===== src/rtl/sprite_motion_ctrl.sv =====
// Frame-synchronous sprite origin controller: detects entry into vertical blanking
// and moves the sprite (buttons or autonomous bounce) only while the screen is blanked.
module sprite_motion_ctrl #(
   parameter int H_ACTIVE        = 640,
   parameter int V_ACTIVE        = 480,
   parameter int SPRITE_W        = 64,
   parameter int SPRITE_H        = 64,
   parameter int STEP            = 4,
   parameter int FRAMES_PER_MOVE = 1,
   parameter int X_INIT          = 288,
   parameter int Y_INIT          = 208
) (
   input  logic       clk,
   input  logic       rst,
   input  logic [9:0] pixelx,
   input  logic [9:0] pixely,
   input  logic       btn_up,
   input  logic       btn_down,
   input  logic       btn_left,
   input  logic       btn_right,
   input  logic       auto_en,
   output logic [9:0] posx,
   output logic [9:0] posy,
   output logic       frame_tick
);

   localparam logic signed [10:0] XMAX_S = 11'(H_ACTIVE - SPRITE_W);
   localparam logic signed [10:0] YMAX_S = 11'(V_ACTIVE - SPRITE_H);
   localparam logic signed [10:0] STEP_S = 11'(STEP);
   localparam int                 CNT_W  = (FRAMES_PER_MOVE > 1) ? $clog2(FRAMES_PER_MOVE) : 1;
   localparam logic [CNT_W-1:0]   CNT_LAST = CNT_W'(FRAMES_PER_MOVE - 1);

   typedef enum logic [1:0] {HOLD, ACTIVE, UPDATE} state_t;

   state_t           state_q;
   logic [CNT_W-1:0] frame_cnt_q;
   logic [9:0]       posx_q, posy_q;
   logic [9:0]       posx_d, posy_d;
   logic             dirx_q, diry_q;
   logic             dirx_d, diry_d;
   logic             frame_tick_q;
   // {auto_en, up, down, left, right}
   logic [4:0]       sync1_q, sync2_q;

   logic             vblank;
   logic             auto_s, up_s, down_s, left_s, right_s;
   logic signed [10:0] px, py;
   logic [10:0]      bnc_x, bnc_y;
   logic             unused_pixelx;

   assign vblank  = (pixely >= 10'(V_ACTIVE));
   assign {auto_s, up_s, down_s, left_s, right_s} = sync2_q;
   assign px      = {1'b0, posx_q};
   assign py      = {1'b0, posy_q};
   assign unused_pixelx = ^pixelx;

   function automatic logic [9:0] sat(input logic signed [10:0] v, input logic signed [10:0] hi);
      if (v < 11'sd0) return 10'd0;
      if (v > hi)     return 10'(hi);
      return 10'(v);
   endfunction

   // Exactly one of inc/dec moves the axis; both or neither leave it alone.
   function automatic logic [9:0] nudge(input logic signed [10:0] p, input logic inc,
                                         input logic dec, input logic signed [10:0] hi);
      if (inc ^ dec) return sat(inc ? (p + STEP_S) : (p - STEP_S), hi);
      return 10'(p);
   endfunction

   // Returns {new_dir, new_pos}; a wall hit pins the position and reverses direction.
   function automatic logic [10:0] bounce(input logic signed [10:0] p, input logic dir,
                                          input logic signed [10:0] hi);
      logic signed [10:0] n;
      n = p + STEP_S;
      if (dir) begin
         if (n >= hi) return {1'b0, 10'(hi)};
         return {1'b1, 10'(n)};
      end
      if (p <= STEP_S) return {1'b1, 10'd0};
      return {1'b0, 10'(p - STEP_S)};
   endfunction

   always_comb begin
      bnc_x  = bounce(px, dirx_q, XMAX_S);
      bnc_y  = bounce(py, diry_q, YMAX_S);
      posx_d = nudge(px, right_s, left_s, XMAX_S);
      posy_d = nudge(py, down_s, up_s, YMAX_S);
      dirx_d = dirx_q;
      diry_d = diry_q;
      if (auto_s) begin
         posx_d = bnc_x[9:0];
         posy_d = bnc_y[9:0];
         dirx_d = bnc_x[10];
         diry_d = bnc_y[10];
      end
   end

   always_ff @(posedge clk) begin
      if (rst) begin
         state_q      <= HOLD;
         frame_cnt_q  <= '0;
         posx_q       <= 10'(X_INIT);
         posy_q       <= 10'(Y_INIT);
         dirx_q       <= 1'b1;
         diry_q       <= 1'b1;
         frame_tick_q <= 1'b0;
         sync1_q      <= '0;
         sync2_q      <= '0;
      end else begin
         sync1_q      <= {auto_en, btn_up, btn_down, btn_left, btn_right};
         sync2_q      <= sync1_q;
         frame_tick_q <= 1'b0;
         case (state_q)
            // HOLD re-arms only once the scan is back in the visible area.
            HOLD: begin
               if (!vblank) state_q <= ACTIVE;
            end
            ACTIVE: begin
               if (vblank) begin
                  frame_tick_q <= 1'b1;
                  if (frame_cnt_q == CNT_LAST) begin
                     frame_cnt_q <= '0;
                     state_q     <= UPDATE;
                  end else begin
                     frame_cnt_q <= frame_cnt_q + 1'b1;
                     state_q     <= HOLD;
                  end
               end
            end
            UPDATE: begin
               posx_q  <= posx_d;
               posy_q  <= posy_d;
               dirx_q  <= dirx_d;
               diry_q  <= diry_d;
               state_q <= HOLD;
            end
            default: state_q <= HOLD;
         endcase
      end
   end

   assign posx       = posx_q;
   assign posy       = posy_q;
   assign frame_tick = frame_tick_q;

endmodule


===== config.mk =====
export PLATFORM = sky130hd
export DESIGN_NAME = sprite_motion_ctrl
export DESIGN_NICKNAME = d
export VERILOG_FILES = /design/src/rtl/sprite_motion_ctrl.sv
export SDC_FILE = /design/constraint.sdc
export NUM_CORES = 1
export LEC_CHECK = 0
export CAP_MARGIN = 5
export CORE_ASPECT_RATIO = 1.75
export CORE_MARGIN = 1
export CORE_UTILIZATION = 48
export CTS_CLUSTER_DIAMETER = 80
export DETAILED_ROUTE_END_ITERATION = 12
export PLACE_DENSITY_LB_ADDON = 0.2
export SLEW_MARGIN = 20
export SYNTH_ARGS = -nofsm -noshare
export SYNTH_HDL_FRONTEND = slang
export SYNTH_SLANG_ARGS = --single-unit

===== constraint.sdc =====
create_clock -name clk -period 2.11 [get_ports clk]
set_input_delay 0.5275 -clock clk [delete_from_list [all_inputs] [get_ports clk]]
set_output_delay 0.5275 -clock clk [all_outputs]
set_load 0.02 [all_outputs]

After elaboration in Yosys (flattened, before gate mapping)
Cells that the tools add are included.
- input port bits: 27
- bits in read-only memories: 0
- memories kept: 0
- RAM bits: 0
- output and inout bits: 21
- bits in registers: 36
- bits in latches: 0
- word-level logic and storage cells: 95
- reduce and logical (&&, ||, !) cells: 9
- $add $sub $neg: 5
- divide/modulo/power cells: 0
- shifts and indexed selects: 0
- equality and inequality tests: 4
- bitwise operators: 3
- muxes and demuxes: 56
- $mul: 0
- $lt $le $gt $ge: 9
- operators with widths (cell ; count):
    11-bit two-way mux ; 14
    10-bit two-way mux ; 14
    1-bit two-way mux ; 24
    10-bit by 3-bit adder with 11-bit output, second input constant ; 2
    11-bit by 1-bit < comparator with 1-bit output, second input constant ; 2
    10-bit by 3-bit subtractor with 11-bit output, second input constant ; 2
    10-bit by 3-bit <= comparator with 1-bit output, second input constant ; 2
    11-bit by 10-bit >= comparator with 1-bit output, second input constant ; 1
    11-bit >= comparator, second input constant ; 1
    11-bit by 10-bit greater-than comparator with 1-bit output, second input constant ; 1
    11-bit greater-than comparator, second input constant ; 1
    10-bit by 9-bit >= comparator with 1-bit output, second input constant ; 1
    2-bit AND reduction ; 5
    2-bit two-way mux ; 3
    2-bit inequality test, second input constant ; 2
    2-bit case mux with 2 select lines ; 1
    2-bit nonzero test ; 2
    2-bit by 1-bit == test with 1-bit output, second input constant ; 1
    2-bit == test, second input constant ; 1
    2-bit logical NOT ; 1
    2-bit OR reduction ; 1
    1-bit XOR ; 2
    1-bit adder, second input constant ; 1
    1-bit NOT ; 1

Depth between registers and ports, before layout
Gate-level depths: netlist of run 1.
- word-level depth: 12
- gate-level depth with buffers: 11
- gate-level depth less buffers: 9

Least setup slack after synthesis of run 1
No wires, ideal clock.
- path kind: reg-to-reg
- start: register posy_q[2], in the netlist posy[2]
- end: register posy_q[2], in the netlist posy[2]
- clock period less this slack: 2.454 ns
- arrival: 2.325 ns
- data required time: 1.981 ns
- path buffers: 2
- library setup time: 0.129 ns
- cell stages (with the launch flop): 12
- setup slack: -0.344 ns
- cell sequence: dfxtp_1 -> clkbuf_1 -> inv_1 -> ha_1 -> clkbuf_1 -> nor2b_1 -> and3_1 -> nor4_1 -> a31oi_1 -> or2_1 -> a32oi_1 -> o31ai_1
- cells in the longest elaborated chain, start to end: 11
- elaborated cells between the ends (all ways): 27
- those cells by class: add/sub: 2; order compare: 4; mux: 21
- RTL lines (element ; line ; source):
    start: declaration ; 37 ; logic [9:0] posx_q, posy_q;
    start signal: assignment ; 103 ; posy_q <= 10'(Y_INIT);
    start signal: assignment ; 132 ; posy_q <= posy_d;
    10-bit by 3-bit subtractor with 11-bit output / 10-bit by 3-bit adder with 11-bit output (equally long branches) ; 66, 74 ;
    11-bit two-way mux ; 66 ; if (inc ^ dec) return sat(inc ? (p + STEP_S) : (p - STEP_S), hi);
    11-bit by 10-bit greater-than comparator with 1-bit output ; 59 ; if (v > hi) return 10'(hi);
    1-bit two-way mux (2 in series) ; 59 ;
    1-bit two-way mux ; 66 ;
    10-bit two-way mux ; 60 ; return 10'(v);
    10-bit two-way mux ; 59 ;
    10-bit two-way mux ; 66 ;
    10-bit two-way mux ; 67 ; return 10'(p);
    10-bit two-way mux (*) ; 90 ; if (auto_s) begin
Mark *: on every way between the ends. The rest lies on a longest branch, timed or not. The select of a mux whose other input is x is not followed.
A chain may end at the register's enable or synchronous reset.

Worst setup path after layout of run 1
- start: register posx_q[4], in the netlist posx[4]
- end: register posx_q[3], in the netlist posx[3]
- cells in the longest elaborated chain, start to end: 11
- elaborated cells between the ends (all ways): 27
- those cells by class: add/sub: 2; order compare: 4; mux: 21
- RTL lines (element ; line ; source):
    start: declaration ; 37 ;
    start signal: assignment ; 102 ; posx_q <= 10'(X_INIT);
    start signal: assignment ; 131 ; posx_q <= posx_d;
    10-bit by 3-bit subtractor with 11-bit output / 10-bit by 3-bit adder with 11-bit output (equally long branches) ; 66, 74 ;
    11-bit two-way mux ; 66 ;
    11-bit greater-than comparator ; 59 ;
    1-bit two-way mux (2 in series) ; 59 ;
    1-bit two-way mux ; 66 ;
    10-bit two-way mux ; 60 ;
    10-bit two-way mux ; 59 ;
    10-bit two-way mux ; 66 ;
    10-bit two-way mux ; 67 ;
    10-bit two-way mux (*) ; 90 ;
Marks and branches as above.

==> impl_metrics.json, run 1 <==
{
  "yosys-top-cells-area": "dfxtp_1 (23%), xnor2_1 (4.8%), a21oi_1 (4.6%)",
  "row_count": 35,
  "fin_crit_ps": 2134,
  "p_comb_frac": 0.152,
  "postRouteAntennaNets": 0,
  "seq_area_frac_synth": 0.2289,
  "dieArea_sq_um": 5965,
  "drv_slew": 0,
  "synth_seq_cells": 31,
  "cts.clk_slew.worst_paths_ps": 70,
  "start_util": 0.5075,
  "synth_top_area_frac": 0.2289,
  "hp-class": "reg2reg",
  "ctsRootBufferMaster": "clkbuf_8",
  "numCtsBuffers": 5,
  "hpwl_um": 6551,
  "core_sq_um": 5343,
  "drtIter0Drc": 221,
  "fillerInstances": 416,
  "grt.total_usage": 0.3168,
  "criticalPathCategory": "reg2reg",
  "io_buffer_count": 28,
  "antenna_found_initial": 0,
  "ff_latch_area_sq_um": 656.9,
  "cts_buffer_depth": 2,
  "grt_max_degree": 35,
  "drcViolationCount": 0,
  "layout_setup_ws_ps": -24.45,
  "powerDensity_nw_per_um2": 375.0,
  "synth_cell_type_count": 67,
  "status": "finished, violations left",
  "final.period_utilization": 1.012,
  "relSlewSlack": 0.5529,
  "skew_ps": 6.886,
  "synth_top_family_by_area": "simple AND/OR/NAND/NOR gates",
  "grt_pass1_wl_um": 14430,
  "internal_power_mw": 1.181,
  "cts_tree": "done",
  "gr-total-overflow": 0,
  "clockPowerShare": 0.454,
  "cp.required_ps": 2300,
  "syn2layout_area_growth_pct": 52.33,
  "endpoint_kind": "register",
  "gp_congestion": 0.9970,
  "finalSetupViolCount": 3,
  "io_pins": 48,
  "p_switching_mw": 0.3682,
  "synth_largest_area_cell": "dfxtp_1",
  "crit_arrival_ps": 2330,
  "async_reset_ff_frac": 0,
  "synth_xor_area_frac": 0.08353,
  "utilization": 0.7731,
  "violations": "negative setup slack",
  "synthMuxAreaShare": 0.01154,
  "crit_fanout": 6,
  "routed_via_density": 5.900,
  "synth_compound_area_frac": 0.2824,
  "grt_pass1_vias": 3151,
  "synth-edff-count": 0,
  "antennaDiodeCount": 0,
  "clk-insertion-delay-late_ps": 280,
  "firstDrtPassIters": 4,
  "ys.flop_type": "dfxtp_1",
  "rsz0062_at_grt": "yes",
  "multi_input_area_sq_um": 2175,
  "wl_um": 9275,
  "die_y_um": 101.4,
  "swShare": 0.2377,
  "power_frac_seq": 0.394,
  "nets": 489,
  "p_leak_nw": 1.619,
  "max-cap-violations": 0,
  "via_count": 3133,
  "routedWlPerCell_um": 17.47,
  "htreeDepth": 2,
  "worst_pin_slew_ps": 663.6,
  "hold_viol": 0,
  "fin_cells": 531,
  "fmax_ghz": 0.4685,
  "syn_area_sq_um": 2711,
  "synth_adder_area_share": 0.02769,
  "start_kind": "register",
  "die_w_um": 58.82,
  "synthCells": 358,
  "peakVddDrop_mv": 0.3056,
  "yosys_warnings": 0,
  "drive_gt1_frac": 0.3742,
  "synth.avg_cell_area_sq_um": 7.574,
  "cts_sinks": 31,
  "synthSimpleGateAreaFrac": 0.2870,
  "cts_hold_buf": 0,
  "dp.cells": 513
}
synth_stat cells (6+ instances only):
| cell | n |
|---|---|
| and3_1 | 8 |
| nor2b_1 | 14 |
| inv_1 | 12 |
| or3_1 | 8 |
| ha_1 | 6 |
| nand2_1 | 21 |
| xor2_1 | 9 |
| dfxtp_1 | 31 |
| o21a_1 | 6 |
| clkbuf_1 | 16 |
| o31ai_1 | 6 |
| buf_2 | 9 |
| o21ai_0 | 15 |
| nor2_1 | 24 |
| nor3_1 | 9 |
| nor4_1 | 8 |
| a21oi_1 | 25 |
| nand3_1 | 13 |
| and2_1 | 7 |
| xnor2_1 | 15 |
metal layers:
| layer | GRT usage | up-vias | share of wire |
|---|---|---|---|
| li1 | - | 1505 | - |
| met1 | 0.2955 | 1493 | 0.35 |
| met2 | 0.6084 | 93 | 0.56 |
| met3 | 0.04598 | 42 | 0.029 |
| met4 | 0.2088 | 0 | 0.060 |
| met5 | 0 | - | 0 |
cell type report:
class	count	share of cell area
multi-input cells	284	0.5265
inverters	12	0.01091
well taps	74	0.02242
repair buffers	122	0.2490
clock buffers	6	0.01757
flip-flops and latches	31	0.1590
clock inverters	2	0.01454
power by group through the flow:
stage	Clock, mW	Sequential [mW]	Combinational [mW]
after detailed placement	0	0.628	0.204
final	0.703	0.611	0.235
after CTS	0.719	0.611	0.213
after floorplan	0	0.625	0.115
after global routing	0.748	0.612	0.249
after global placement	0	0.627	0.200
worst paths after layout:
kind	from	endpoint	slack [ps]	depth (start not counted)
worst max-delay path	posx[4]$_SDFFE_PP0P_	posx[3]$_SDFFE_PP0P_	-20	9
worst min-delay path	sync1_q[0]$_SDFF_PP0_	sync2_q[0]$_SDFF_PP0_	440	1
worst max register to register	posx[4]$_SDFFE_PP0P_	posx[3]$_SDFFE_PP0P_	-20	9
worst min register to register	sync1_q[0]$_SDFF_PP0_	sync2_q[0]$_SDFF_PP0_	440	1
worst max-delay path, stage by stage (launching register included):
cell	delay, ps
dfxtp_4	380
buf_6	140
or3_4	450
nor4b_4	280
o21ai_2	90
o2bb2ai_2	150
a21oi_2	130
buf_6	140
nand2b_1	70
a221oi_2	210
sequential cells by signal (all words and copies together) (netlist names):
name,cells
posy,8
frame_tick,1
sync2_q,5
state_q,2
dirx_q,1
diry_q,1
posx,8
sync1_q,5
cells by family (layout without fill, tap and decap cells):
logic type,count (synthesis),count (layout)
buffers and inverters,46,142
XOR/XNOR,25,25
AND/OR/NAND/NOR,138,138
other,1,4
flip-flops,31,31
multiplexers,3,3
adder cells (fa/ha/maj),6,6
AO/OA/AOI/OAI,108,108
metrics by stage:
step / setup TNS (ps) / area, sq um / power (mW) / hold WS (ps) / setup slack [ps]
after detailed placement: -669.8 / 3603 / 0.8316 / 428.3 / -181.1
final: -55.58 / 4130 / 1.549 / 443.8 / -24.45
after global placement: -355.2 / 3603 / 0.8268 / 418.9 / -107.7
after CTS: 0 / 3862 / 1.543 / 444.7 / 1.534
after floorplan: -11.87 / 2763 / 0.7401 / 413.8 / -11.87
after global routing: -556.0 / 4130 / 1.610 / 465.0 / -108.3
timing repair:
item	4_1_cts	5_1_grt
gates resized for setup	24	55
pin swaps	6	20
buffers inserted	5	5
setup endpoints to repair	11	17
cell usage in the layout, fill, tap and decap left out, types with 5 or more instances in the layout:
cell | Yosys | layout
nor3_1 | 9 | 9
o21ai_1 | 5 | 7
clkdlybuf4s50_1 | 0 | 27
dfxtp_4 | 0 | 8
dfxtp_1 | 31 | 18
and2_1 | 7 | 6
xnor2_1 | 15 | 13
o21ai_0 | 15 | 11
o31ai_1 | 6 | 5
nor4_4 | 1 | 5
nor2_1 | 24 | 21
or3_1 | 8 | 7
buf_4 | 5 | 88
dfxtp_2 | 0 | 5
xor2_1 | 9 | 8
a21oi_1 | 25 | 24
nand2_1 | 21 | 20
and3_1 | 8 | 7
nand3_1 | 13 | 12
o21a_1 | 6 | 6
a21o_1 | 5 | 5
inv_1 | 12 | 10
nand4_1 | 5 | 5
clkbuf_8 | 0 | 5
nor2b_1 | 14 | 13
Note: power is estimated with default switching activity, not from simulation.
==> inputs of run 2 (changes only) <==
--- a/config.mk
+++ b/config.mk
@@ -12,6 +12,7 @@
 export CTS_CLUSTER_DIAMETER = 80
 export DETAILED_ROUTE_END_ITERATION = 12
 export PLACE_DENSITY_LB_ADDON = 0.2
+export REMOVE_ABC_BUFFERS = 1
 export SLEW_MARGIN = 20
 export SYNTH_ARGS = -nofsm -noshare
 export SYNTH_HDL_FRONTEND = slang
==> impl_metrics.json, run 2 (synthesized netlist as in run 1, its figures left out) <==
{
  "reg2reg_slack_ps": -20,
  "layout_setup_ws_ps": -20.17,
  "firstDrtPassIters": 4,
  "reg2reg_to": "posx[5]$_SDFFE_PP1P_",
  "cts_tree": "done",
  "drcViolationCount": 0,
  "start_util": 0.5075,
  "cts.clk_slew.worst_paths_ps": 70,
  "nets": 482,
  "min-delay-start": "sync1_q[1]$_SDFF_PP0_",
  "fin_cells": 524,
  "final_area_sq_um": 3946,
  "hold_depth": 1,
  "worst_pin_slew_ps": 566.4,
  "skew_ps": 10.67,
  "wl_um": 8686,
  "cp.required_ps": 2320,
  "whs_ps": 443.5,
  "drtIter0Drc": 178,
  "core_sq_um": 5343,
  "final.period_utilization": 1.010,
  "hold_viol": 0,
  "grt.total_usage": 0.2955,
  "io_pins": 48,
  "hold_end": "sync2_q[1]$_SDFF_PP0_",
  "fin_crit_ps": 2130,
  "dieArea_sq_um": 5965,
  "routedWlPerCell_um": 16.58,
  "rsz0062_at_grt": "yes",
  "antennaDiodeCount": 0,
  "layout_commonest_cell": "buf_4",
  "violations": "negative setup slack",
  "gr-total-overflow": 0,
  "r2r_start": "posx[2]$_SDFFE_PP0P_",
  "via_count": 3047,
  "ff2ff_path_depth": 9,
  "cts_buffer_depth": 2,
  "utilization": 0.7386,
  "grt_pass1_wl_um": 13450,
  "status": "finished, violations left",
  "routed_via_density": 5.815,
  "criticalPathCategory": "reg2reg",
  "powerDensity_nw_per_um2": 330.0,
  "hp-class": "reg2reg",
  "row_count": 35,
  "crit_fanout": 5,
  "grt_max_degree": 35,
  "gp_congestion": 0.9176,
  "numCtsBuffers": 5,
  "cts_sinks": 31,
  "p_leak_nw": 1.538,
  "max-cap-violations": 0,
  "layout_common_cells": "buf_4 (82), clkdlybuf4s50_1 (25), nor2_1 (22), a21oi_1 (22), dfxtp_1 (22)",
  "fillerInstances": 412,
  "drv_slew": 0,
  "syn2layout_area_growth_pct": 45.55,
  "finalSetupViolCount": 2,
  "hpwl_um": 6501,
  "clk-insertion-delay-late_ps": 280,
  "dp.cells": 509,
  "peakVddDrop_mv": 0.3153,
  "htreeDepth": 2,
  "cp-startpoint": "posx[2]$_SDFFE_PP0P_",
  "antenna_found_initial": 0,
  "start_kind": "register",
  "place_area_sq_um": 3543,
  "fmax_ghz": 0.4694,
  "grt_pass1_vias": 3003,
  "relSlewSlack": 0.6199,
  "die_w_um": 58.82,
  "io_buffer_count": 28,
  "endpoint_kind": "register",
  "postRouteAntennaNets": 0,
  "drive_gt1_frac": 0.3467,
  "ctsRootBufferMaster": "clkbuf_8",
  "crit_arrival_ps": 2340,
  "cts_hold_buf": 0,
  "die_y_um": 101.4
}
-- run 2: worst max-delay path by stage --
stage	endpoint	slack [ps]
after floorplan	posy[2]$_SDFFE_PP0P_	-190
after global placement	posx[4]$_SDFFE_PP0P_	-130
after global routing	posx[4]$_SDFFE_PP0P_	-80
final	posx[5]$_SDFFE_PP1P_	-20
after detailed placement	posx[4]$_SDFFE_PP0P_	-110
after CTS	posx[6]$_SDFFE_PP0P_	0.4
-- run 2: layout make-up --
type / instances / area, sq um / share of cell area
clock buffers: 6 / 72.57 / 0.01839
flip-flops and latches: 31 / 641.9 / 0.1627
repair buffers: 115 / 968.4 / 0.2454
clock inverters: 2 / 12.51 / 0.003171
well taps: 74 / 92.59 / 0.02346
multi-input cells: 284 / 2113 / 0.5355
inverters: 12 / 45.04 / 0.01141
-- run 2: worst max-delay path: stages, from the launching register on --
cell and delay, ps:
dfxtp_4 370, buf_6 130, and4_4 160, or3_4 410, a211oi_4 280, o2bb2ai_2 100
a21oi_4 240, buf_6 130, nand3_2 70, a21oi_2 160
-- run 2: metal layers --
layer  vias up  global-route usage  part of all wire
met2        92              0.5813              0.56
li1       1485                   -                 -
met1      1436              0.2749              0.36
met4         0              0.1996             0.059
met3        34             0.02043             0.017
met5         -                   0                 0
-- run 2: power by group --
part           leakage [nW]  switching [mW]  total (mW)  internal [mW]
logic                  1.24           0.114       0.225          0.111
registers             0.256          0.0175       0.614          0.596
clock network        0.0412           0.233       0.463          0.230
total                  1.54           0.365        1.30          0.937
-- run 2: through the flow --
stage          worst slack [ps]  TNS [ps]  power, mW
4_1_cts                  0.3979         0      1.295
3_5_place_dp             -108.2    -862.3     0.8303
2_1_floorplan            -189.3    -856.9     0.7218
5_1_grt                  -79.33    -314.3      1.347
6_report                 -20.17    -23.32      1.302
3_3_place_gp             -126.5    -685.3     0.8254
-- run 2: what timing repair did --
action                     in CTS  in global routing
setup endpoints to repair      16                 18
setup buffers                   2                  5
cloned                          0                  0
pin swaps                       3                 21
resized for setup              20                 48
==> inputs of run 3 (changes only) <==
--- a/config.mk
+++ b/config.mk
@@ -9,6 +9,7 @@
 export CORE_ASPECT_RATIO = 1.75
 export CORE_MARGIN = 1
 export CORE_UTILIZATION = 48
+export CTS_BUF_LIST = sky130_fd_sc_hd__clkbuf_4 sky130_fd_sc_hd__clkbuf_8 sky130_fd_sc_hd__clkbuf_16
 export CTS_CLUSTER_DIAMETER = 80
 export DETAILED_ROUTE_END_ITERATION = 12
 export PLACE_DENSITY_LB_ADDON = 0.2
==> impl_metrics.json, run 3 (synthesized netlist as in run 1, its figures left out) <==
{
  "nets": 483,
  "cp-startpoint": "posx[2]$_SDFFE_PP0P_",
  "r2r_start": "posx[2]$_SDFFE_PP0P_",
  "skew_ps": 10.76,
  "hp-class": "reg2reg",
  "grt_pass1_vias": 3001,
  "finalSetupViolCount": 2,
  "drv_slew": 0,
  "worst_pin_slew_ps": 558.4,
  "firstDrtPassIters": 4,
  "core_sq_um": 5343,
  "cts_sinks": 31,
  "syn2layout_area_growth_pct": 46.15,
  "start_kind": "register",
  "layout_commonest_cell": "buf_4",
  "routed_via_density": 5.834,
  "tns_ps": -33.06,
  "via_count": 3063,
  "gp_congestion": 0.9176,
  "clk-insertion-delay-late_ps": 280,
  "rsz0062_at_grt": "yes",
  "cp.required_ps": 2320,
  "min-delay-start": "sync1_q[4]$_SDFF_PP0_",
  "layout_common_cells": "buf_4 (83), clkdlybuf4s50_1 (25), nor2_1 (22), a21oi_1 (22), dfxtp_1 (22)",
  "cts.clk_slew.worst_paths_ps": 70,
  "crit_arrival_ps": 2340,
  "powerDensity_nw_per_um2": 331.2,
  "relSlewSlack": 0.6252,
  "place_area_sq_um": 3543,
  "postRouteAntennaNets": 0,
  "fmax_ghz": 0.4684,
  "dieArea_sq_um": 5965,
  "violations": "negative setup slack",
  "p_total_mw": 1.312,
  "grt_pass1_wl_um": 13430,
  "ff2ff_path_depth": 9,
  "crit_fanout": 5,
  "io_pins": 48,
  "hold_viol": 0,
  "status": "finished, violations left",
  "antenna_found_initial": 0,
  "start_util": 0.5075,
  "fin_cells": 525,
  "max-cap-violations": 0,
  "final.period_utilization": 1.012,
  "dp.cells": 509,
  "cts_hold_buf": 0,
  "drcViolationCount": 0,
  "die_y_um": 101.4,
  "cts_buffer_depth": 2,
  "die_w_um": 58.82,
  "criticalPathCategory": "reg2reg",
  "numCtsBuffers": 5,
  "grt.total_usage": 0.2945,
  "layout_setup_ws_ps": -24.77,
  "drive_gt1_frac": 0.3503,
  "cts_tree": "done",
  "crit_path_end": "posx[5]$_SDFFE_PP1P_",
  "io_buffer_count": 28,
  "wl_um": 8619,
  "htreeDepth": 2,
  "reg2reg_to": "posx[5]$_SDFFE_PP1P_",
  "peakVddDrop_mv": 0.2133,
  "drtIter0Drc": 201,
  "final_area_sq_um": 3963,
  "antennaDiodeCount": 0,
  "routedWlPerCell_um": 16.42,
  "ctsRootBufferMaster": "clkbuf_8",
  "grt_max_degree": 35,
  "gr-total-overflow": 0,
  "hpwl_um": 6501,
  "fin_crit_ps": 2135,
  "reg2reg_slack_ps": -20,
  "p_leak_nw": 1.559,
  "endpoint_kind": "register",
  "row_count": 35
}
==> run 3: power by group <==
group	internal (mW)	switching (mW)
sequential	0.596	0.0175
clock	0.243	0.229
combinational	0.112	0.114
==> run 3: layer usage <==
metal  up-vias  GRT usage  share of wire  wire length (um)
met4         0     0.1996          0.068               584
met3        37    0.01660          0.018               156
li1       1481          -              -                 -
met5         -          0              0                 0
met1      1465     0.2749           0.36              3116
met2        80     0.5804           0.55              4762
==> run 3: what timing repair did <==
item,4_1_cts,5_1_grt
buffers inserted,2,6
pin swaps,3,21
setup endpoints to repair,16,18
endpoints found under the hold margin,0,0
gates resized for setup,20,48
==> run 3: through the flow <==
stage	worst slack [ps]	utilization	hold slack [ps]
after floorplan	-189.3	-	413.1
after global placement	-126.5	0.6632	418.0
after detailed placement	-108.2	0.6632	428.3
after CTS	0.4126	0.6970	449.9
after global routing	-81.76	0.7417	455.2
final	-24.77	0.7417	446.4
==> run 3: final cells by class <==
cell class,count,area [sq um]
clock buffer,6,76.32
sequential,31,641.9
clock inverter,2,12.51
fill,411,1380
tap,74,92.59
multi-input combinational,284,2118
inverter,12,45.04
timing repair buffer,116,975.9
==> run 3: worst max-delay path, cell delays in order (launching register included) <==
cell and delay (ps):
dfxtp_4 370, buf_6 130, and4_4 160, or3_4 410
a211oi_4 280, o2bb2ai_2 100, a21oi_4 240, buf_6 130
nand3_2 70, a21oi_2 160
==> run 3: worst min path at each step <==
stage / to / slack [ps] / depth (start not counted)
2_1_floorplan: state_q[0]$_SDFFE_PP0P_ / 410 / 1
3_3_place_gp: sync2_q[0]$_SDFF_PP0_ / 420 / 1
3_5_place_dp: sync2_q[1]$_SDFF_PP0_ / 430 / 1
4_1_cts: sync2_q[4]$_SDFF_PP0_ / 450 / 1
5_1_grt: sync2_q[1]$_SDFF_PP0_ / 460 / 1
6_report: sync2_q[4]$_SDFF_PP0_ / 450 / 1
